--- src/rtl/bias_bram_arbiter.sv ---
// bias_bram_arbiter: two-port burst-read arbiter and address sequencer for the bias BRAM.
// Define BIAS_ARB_RR_EN for round-robin arbitration; otherwise r0 has fixed priority.
module bias_bram_arbiter #(
  parameter int ADDR_W = 7,
  parameter int DATA_W = 32,
  parameter int LEN_W  = 8
) (
  input  logic              clk,
  input  logic              rst_n,
  input  logic              r0_req,
  input  logic [ADDR_W-1:0] r0_base,
  input  logic [LEN_W-1:0]  r0_len,
  output logic              r0_ack,
  output logic [DATA_W-1:0] r0_data,
  output logic              r0_vld,
  output logic              r0_last,
  input  logic              r1_req,
  input  logic [ADDR_W-1:0] r1_base,
  input  logic [LEN_W-1:0]  r1_len,
  output logic              r1_ack,
  output logic [DATA_W-1:0] r1_data,
  output logic              r1_vld,
  output logic              r1_last,
  output logic              bias_bram_en,
  output logic [ADDR_W-1:0] bias_bram_addr,
  input  logic [DATA_W-1:0] bias_bram_dout,
  input  logic              bias_bram_rd_vld,
  output logic              busy
);
  typedef enum logic {IDLE, READ} state_t;
  state_t            state;
  logic [LEN_W-1:0]  cnt;
  logic              owner, pipe_valid, pipe_owner, pipe_last, win;
  logic [ADDR_W-1:0] win_base;
  logic [LEN_W-1:0]  win_len;
`ifdef BIAS_ARB_RR_EN
  logic ptr;
  assign win = r1_req & (~r0_req | ptr);
`else
  assign win = ~r0_req;
`endif
  assign win_base = win ? r1_base : r0_base;
  assign win_len  = win ? r1_len : r0_len;
  always_ff @(posedge clk or negedge rst_n) begin
    if (!rst_n) begin
      state          <= IDLE;
      cnt            <= '0;
      owner          <= 1'b0;
      r0_ack         <= 1'b0;
      r1_ack         <= 1'b0;
      bias_bram_en   <= 1'b0;
      bias_bram_addr <= '0;
      pipe_valid     <= 1'b0;
      pipe_owner     <= 1'b0;
      pipe_last      <= 1'b0;
`ifdef BIAS_ARB_RR_EN
      ptr            <= 1'b0;
`endif
    end else begin
      r0_ack     <= 1'b0;
      r1_ack     <= 1'b0;
      pipe_valid <= bias_bram_en;
      pipe_owner <= owner;
      pipe_last  <= bias_bram_en & (cnt == LEN_W'(1));
      if (state == IDLE) begin
        if (r0_req | r1_req) begin
          r0_ack <= ~win;
          r1_ack <= win;
`ifdef BIAS_ARB_RR_EN
          ptr    <= ~win;
`endif
          // zero-length bursts are acknowledged without touching the BRAM
          if (win_len != '0) begin
            state          <= READ;
            bias_bram_en   <= 1'b1;
            bias_bram_addr <= win_base;
            cnt            <= win_len;
            owner          <= win;
          end
        end
      end else begin
        bias_bram_addr <= bias_bram_addr + 1'b1;
        cnt            <= cnt - 1'b1;
        if (cnt == LEN_W'(1)) begin
          state        <= IDLE;
          bias_bram_en <= 1'b0;
        end
      end
    end
  end
  assign r0_data = bias_bram_dout;
  assign r1_data = bias_bram_dout;
  assign r0_vld  = bias_bram_rd_vld & pipe_valid & ~pipe_owner;
  assign r1_vld  = bias_bram_rd_vld & pipe_valid & pipe_owner;
  assign r0_last = r0_vld & pipe_last;
  assign r1_last = r1_vld & pipe_last;
  assign busy    = (state == READ) | pipe_valid;
endmodule

--- config.mk ---
export PLATFORM = sky130hd
export DESIGN_NAME = bias_bram_arbiter
export DESIGN_NICKNAME = d
export VERILOG_FILES = /design/src/rtl/bias_bram_arbiter.sv
export SDC_FILE = /design/constraint.sdc
export NUM_CORES = 1
export LEC_CHECK = 0
export CAP_MARGIN = 20
export CELL_PAD_IN_SITES_DETAIL_PLACEMENT = 1
export CELL_PAD_IN_SITES_GLOBAL_PLACEMENT = 1
export CORE_MARGIN = 1
export CORE_UTILIZATION = 25
export CTS_BUF_LIST = sky130_fd_sc_hd__clkbuf_8 sky130_fd_sc_hd__clkbuf_16
export DETAILED_ROUTE_END_ITERATION = 7
export PLACE_DENSITY_LB_ADDON = 0.05
export SLEW_MARGIN = 20
export SYNTH_ARGS = -nofsm -noshare
export SYNTH_HDL_FRONTEND = slang
export SYNTH_SLANG_ARGS = --single-unit
--- constraint.sdc ---
create_clock -name clk -period 2.7 [get_ports clk]
set_clock_uncertainty 0.05 [all_clocks]
set_input_delay 0.27 -clock clk [delete_from_list [all_inputs] [get_ports clk]]
set_output_delay 0.27 -clock clk [all_outputs]
set_load 0.01 [all_outputs]
==> reports/qor.txt, run 1 <==
Post-synth EDFFs -> 0
worst path arrival time -> 1.81 ns
cell row count -> 31
die area -> 8240 µm²
area leader, netlist -> dfrtp_1
switching share of total power -> 0.363
placed cell count -> 306
Power per Cell Area -> 706 nW/µm²
GPL Wtd Cong -> 0.724
Post-CTS Setup Inserts -> 0
CTS sink count -> 23
starting density of the core -> 0.264
Filler cells -> 879
vias per cell -> 4.88
reg2reg end -> cnt[6]
flops & latches, synth -> 23
RSZ-0062 raised after global routing -> no
crit path launch type -> register
clock share of power -> 0.148
Critical R2R Launch -> cnt[0]
CP max FO -> 13
CP endpoint kind -> output port
Core Region -> 7450 µm²
Setup CP Type -> register to output port
total power -> 0.00153 W
Synth top area share -> 0.292
count of final setup violators -> 0
Hold Crit Class -> input pin to asynchronous set/reset pin
leak pwr -> 0.853 nW
Psw -> 0.000557 W
initial DRC count -> 40
die height -> 90.8 µm
hpwl dp -> 4460 µm
Inserted Clock Buffers -> 3
H-tree depth -> 1
layout net count -> 282
GRT Overall Usage -> 0.140
Synth Net Count -> 292
via count -> 1,512
most frequent cells in the layout -> clkdlybuf4s50_1, dfrtp_1, nand2_1
sequential-to-total area share from yosys stat -> 0.292
IO Count -> 146
Multi-input gate area -> 853 µm²
maximum VDD drop -> 0.000363 V
fmax -> 469 MHz
Worst slew margin -> 0.505
combinational share of power -> 0.446
Synth-to-Final Area Change -> 10.3%
Worst Reg2Reg Path Length in Cells -> 6
syn_area_per_cell -> 8.87 µm²
grt ovf -> 0
CTS tree -> built
FF+latch area -> 576 µm²
clk root buf -> clkbuf_8
wire per inst -> 18.2 µm
DRC Markers -> 0
vias in the first global route -> 1,615
slack of the worst reg-to-reg path -> 0.72 ns
DR pass1 iterations -> 4
DRT antenna net count -> 0
setup TNS -> 0 ns
commonest non-fill, non-tap cell in the layout -> clkdlybuf4s50_1
slew at the pin with the worst max-slew slack -> 0.736 ns
synth warn -> 0
Synth area leaders -> dfrtp_1, buf_4, mux2i_1
Syn Inst Count -> 222
Hold Vio Cnt, Final -> 0
initial antenna violation count -> 0
mapped cell area -> 1970 µm²
CTS max path bufs -> 2
Required @ worst endpoint -> 2.38 ns
Hold Buf Count CTS -> 0
Power Internal -> 0.000977 W
post-cts resize count -> 0
max-slew violation count -> 0
first-pass GRT wire length -> 8960 µm
largest net degree at the start of global routing -> 24
port bufs -> 49
status -> finished clean
Post-Route WL -> 5650 µm
Antenna Cells -> 0
Layout Utilization -> 0.292
synth unique cells -> 46
Final min period -> 2.13 ns
Non-Filler Instances -> 310
async set or reset register ratio after synthesis -> 1.00
die width -> 90.8 µm
Final period util -> 0.791
layout cell share with drive strength beyond 1 -> 0.0948
Clock Pin Slew Worst Setup and Hold Paths -> 0.09 ns
max-cap viol count -> 0
Seq pwr share -> 0.406
most used flip-flop cell after synthesis -> dfrtp_1
Worst-Skew Late Latency -> 0.27 ns
[stage by stage]
stage | instance area, µm² | setup WS [ns] | hold WS (ns)
after floorplan | 1970 | 0.872 | -0.0756
after global placement | 2130 | 0.374 | 0.346
after detailed placement | 2130 | 0.323 | 0.353
after CTS | 2170 | 0.553 | 0.327
after global routing | 2170 | 0.488 | 0.340
final | 2170 | 0.566 | 0.313
[critical path, cell delays in order (launching register included)]
cell	delay, ns
dfrtp_1	0.53
buf_4	0.25
or2_2	0.29
clkdlybuf4s50_1	0.48
[power by group through the flow]
| stage | Clock, W | Combinational (W) | Sequential (W) |
|---|---|---|---|
| 6_report | 0.000227 | 0.000684 | 0.000623 |
| 5_1_grt | 0.000255 | 0.000763 | 0.000651 |
| 4_1_cts | 0.000237 | 0.000697 | 0.000624 |
| 3_5_place_dp | 0 | 0.000694 | 0.000631 |
| 3_3_place_gp | 0 | 0.000690 | 0.000628 |
| 2_1_floorplan | 0 | 0.000508 | 0.000609 |
[cells by family (layout without fill, tap and decap cells)]
logic type	count (synthesis)	after routing	share of synthesized area
flops	23	23	0.292
compound gates	38	38	0.150
buf+inv	78	67	0.274
mux	11	11	0.0572
fa+ha+maj	3	3	0.0191
simple gates	62	62	0.176
xor+xnor	7	7	0.0311
[metal layers]
layer  share of wire  vias to the layer above  track usage
met2            0.45                       31        0.220
met3           0.061                       52       0.0311
met5               0                        -            0
met4           0.042                        0       0.0753
met1            0.44                      721        0.177
li1                -                      708            -
[how the worst max path moves through the flow]
stage	slack (ns)	end	start	cells after the start
6_report	0.57	busy	state	3
5_1_grt	0.49	busy	state	3
4_1_cts	0.55	busy	state	3
3_5_place_dp	0.32	cnt[0]	r0_len[2]	5
3_3_place_gp	0.37	cnt[4]	r0_len[2]	5
2_1_floorplan	0.87	cnt[6]	cnt[0]	6
[cells in the mapped netlist, types with 4 or more instances]
cell,n
clkbuf_1,5
nor3_1,10
a21oi_1,5
and3_1,4
nor2_1,8
o221ai_1,6
inv_1,6
buf_4,64
nand2_1,11
dfrtp_1,23
o21ai_0,4
nor2b_1,5
nor4_1,5
o311a_1,5
nand2b_1,5
mux2i_1,9
xnor2_1,5
[flip-flops by register name (all words and copies together), names as in the netlist]
signal / cells
r0_ack: 1
owner: 1
bias_bram_addr: 7
pipe_last: 1
r1_ack: 1
pipe_owner: 1
pipe_valid: 1
bias_bram_en: 1
cnt: 8
state: 1
[area by class of cell]
class	instances	area share
inverter	6	0.0104
sequential	23	0.265
clock inverter	1	0.00230
timing repair buffer	57	0.253
clock buffer	3	0.0190
multi-input combinational	121	0.393
tap	99	0.0570
(Power assumes the default switching activity.)
==> run 2: changes to the inputs <==
--- a/config.mk
+++ b/config.mk
@@ -9,7 +9,7 @@
 export CELL_PAD_IN_SITES_DETAIL_PLACEMENT = 1
 export CELL_PAD_IN_SITES_GLOBAL_PLACEMENT = 1
 export CORE_MARGIN = 1
-export CORE_UTILIZATION = 25
+export CORE_UTILIZATION = 21
 export CTS_BUF_LIST = sky130_fd_sc_hd__clkbuf_8 sky130_fd_sc_hd__clkbuf_16
 export DETAILED_ROUTE_END_ITERATION = 7
 export PLACE_DENSITY_LB_ADDON = 0.05
==> constraint.sdc (replaced) <==
create_clock -name clk -period 1.85 [get_ports clk]
set_clock_uncertainty 0.05 [all_clocks]
set_input_delay 0.185 -clock clk [delete_from_list [all_inputs] [get_ports clk]]
set_output_delay 0.185 -clock clk [all_outputs]
set_load 0.01 [all_outputs]
==> run 2 against run 1 <==
Effect of this change: die area grew 19%; count of clock-buffer cells in the layout is the same; cell count grew 12%; global-route usage shrank 1.3 points; non-clock buffer count increased by 27; via count is 5.7% higher; critical endpoint is now bias_bram_addr[5]; largest power group unchanged.
==> reports/qor.txt, run 2 (same netlist as run 1, synthesis figures left out) <==
initial antenna violation count -> 0
global routing usage on met3 -> 0.0270
largest net degree at the start of global routing -> 24
crit path launch type -> input pin
total power -> 0.00248 W
GRT Overall Usage -> 0.127
first-pass GRT wire length -> 9630 µm
Hold Crit Class -> input pin to asynchronous set/reset pin
Hold Buf Count CTS -> 0
slew at the pin with the worst max-slew slack -> 0.425 ns
maximum VDD drop -> 0.000356 V
critical path cell sequence -> clkdlybuf4s50_1 > or4_4 > buf_4 > o21a_4 > nor2_1 > buf_4 > o221ai_1
Setup CP Type -> input pin to register
Final min period -> 1.81 ns
Critical-path top delay cell -> or4_4
sum of buffers and inverters on the critical path -> 3
Antenna Cells -> 0
CTS tree -> built
CTS max path bufs -> 2
slack of the worst reg-to-reg path -> 0.07 ns
DRC Markers -> 0
grt ovf -> 0
commonest non-fill, non-tap cell in the layout -> clkdlybuf4s50_1
RSZ-0062 raised after global routing -> no
max reg flops -> 8
CTS sink count -> 23
vias in the first global route -> 1,717
layout cell share with drive strength beyond 1 -> 0.268
leak pwr -> 1.01 nW
Final period util -> 0.981
combinational share of power -> 0.508
Worst slew margin -> 0.717
Clock Pin Slew Worst Setup and Hold Paths -> 0.08 ns
Largest delay share family, worst path -> buffers and inverters
clk root buf -> clkbuf_8
fmax -> 551 MHz
Inserted Clock Buffers -> 3
initial DRC count -> 46
GPL Wtd Cong -> 0.744
Critical R2R Launch -> cnt[1]
count of final setup violators -> 0
CP endpoint kind -> register
die width -> 98.8 µm
port bufs -> 49
cell row count -> 34
Seq pwr share -> 0.363
hpwl dp -> 4780 µm
top flop regs -> cnt: 8 flops, bias_bram_addr: 7 flops
IO Count -> 146
Worst setup startpoint -> r0_len[1]
Worst-Skew Late Latency -> 0.27 ns
status -> finished clean
met1 usage -> 0.163
vias per cell -> 4.61
grt met2 use -> 0.220
global route hottest layer -> met2
clock share of power -> 0.130
Power per Cell Area -> 993 nW/µm²
wire per inst -> 17.9 µm
DRT antenna net count -> 0
DR pass1 iterations -> 4
setup TNS -> 0 ns
Core Region -> 8890 µm²
die area -> 9770 µm²
H-tree depth -> 1
Post-Route WL -> 6220 µm
Required @ worst endpoint -> 1.94 ns
slowest stage delay, CP -> 0.55 ns
max-cap viol count -> 0
layout net count -> 310
Fin Hold WS -> 0.234 ns
Power Internal -> 0.00157 W
Largest Register -> cnt
Hold Vio Cnt, Final -> 0
most frequent CP cell -> buf_4
starting density of the core -> 0.222
die height -> 98.8 µm
Synth-to-Final Area Change -> 26.8%
max-slew violation count -> 0
CP max FO -> 5
most frequent cells in the layout -> clkdlybuf4s50_1, buf_4, dfrtp_1
worst path arrival time -> 1.91 ns
via count -> 1,598
switching share of total power -> 0.369
Psw -> 0.000915 W
-- run 2: stage by stage --
stage / util / instance area (µm²) / cells / setup slack [ns]
after floorplan: - / 1970 / 222 / 0.0225
after global placement: 0.262 / 2330 / 341 / -0.422
after detailed placement: 0.262 / 2330 / 341 / -0.477
after CTS: 0.271 / 2410 / 346 / 0.0137
after global routing: 0.281 / 2500 / 347 / 0.00109
final: 0.281 / 2500 / 347 / 0.0351
-- run 2: power by group through the flow --
stage	Clock, W	Sequential (W)	Combinational (W)
after global placement	0	0.000895	0.00115
after detailed placement	0	0.000901	0.00118
after global routing	0.000361	0.000932	0.00139
after floorplan	0	0.000889	0.000742
final	0.000322	0.000900	0.00126
after CTS	0.000343	0.000894	0.00121
-- run 2: path summary, 6_finish.rpt --
check	cells after the start	to
max	7	bias_bram_addr[5]
min	2	bias_bram_addr[0]
max reg2reg	6	cnt[6]
min reg2reg	0	pipe_owner
max in group asynchronous	2	bias_bram_addr[6]
min in group clk	0	r0_data[24]
-- run 2: area by class of cell --
type                    instances  area, µm²
repair buffers                 84        757
fillers                      1024       6390
well taps                     108        135
flip-flops and latches         23        576
inverters                       6       22.5
clock inverters                 1       3.75
clock buffers                   3       41.3
multi-input cells             122        962
-- run 2: layer usage --
metal / vias up / share of wire
li1: 764 / -
met1: 797 / 0.45
met2: 35 / 0.49
met3: 2 / 0.055
met4: 0 / 0.0042
met5: - / 0
-- run 2: repair_timing --
action,CTS,global route
pin swaps,4,3
setup endpoints to repair,15,9
setup buffers,1,0
gates resized for setup,12,16
cloned,0,1
-- run 2: worst reg2reg max path: cells and delay by family (launching register included) --
| kind | cells | cell delay (ns) |
|---|---|---|
| AND/OR/NAND/NOR | 3 | 0.88 |
| buffers and inverters | 1 | 0.09 |
| AO/OA/AOI/OAI | 1 | 0.15 |
| flip-flops | 1 | 0.43 |
| adder cells (fa/ha/maj) | 1 | 0.12 |
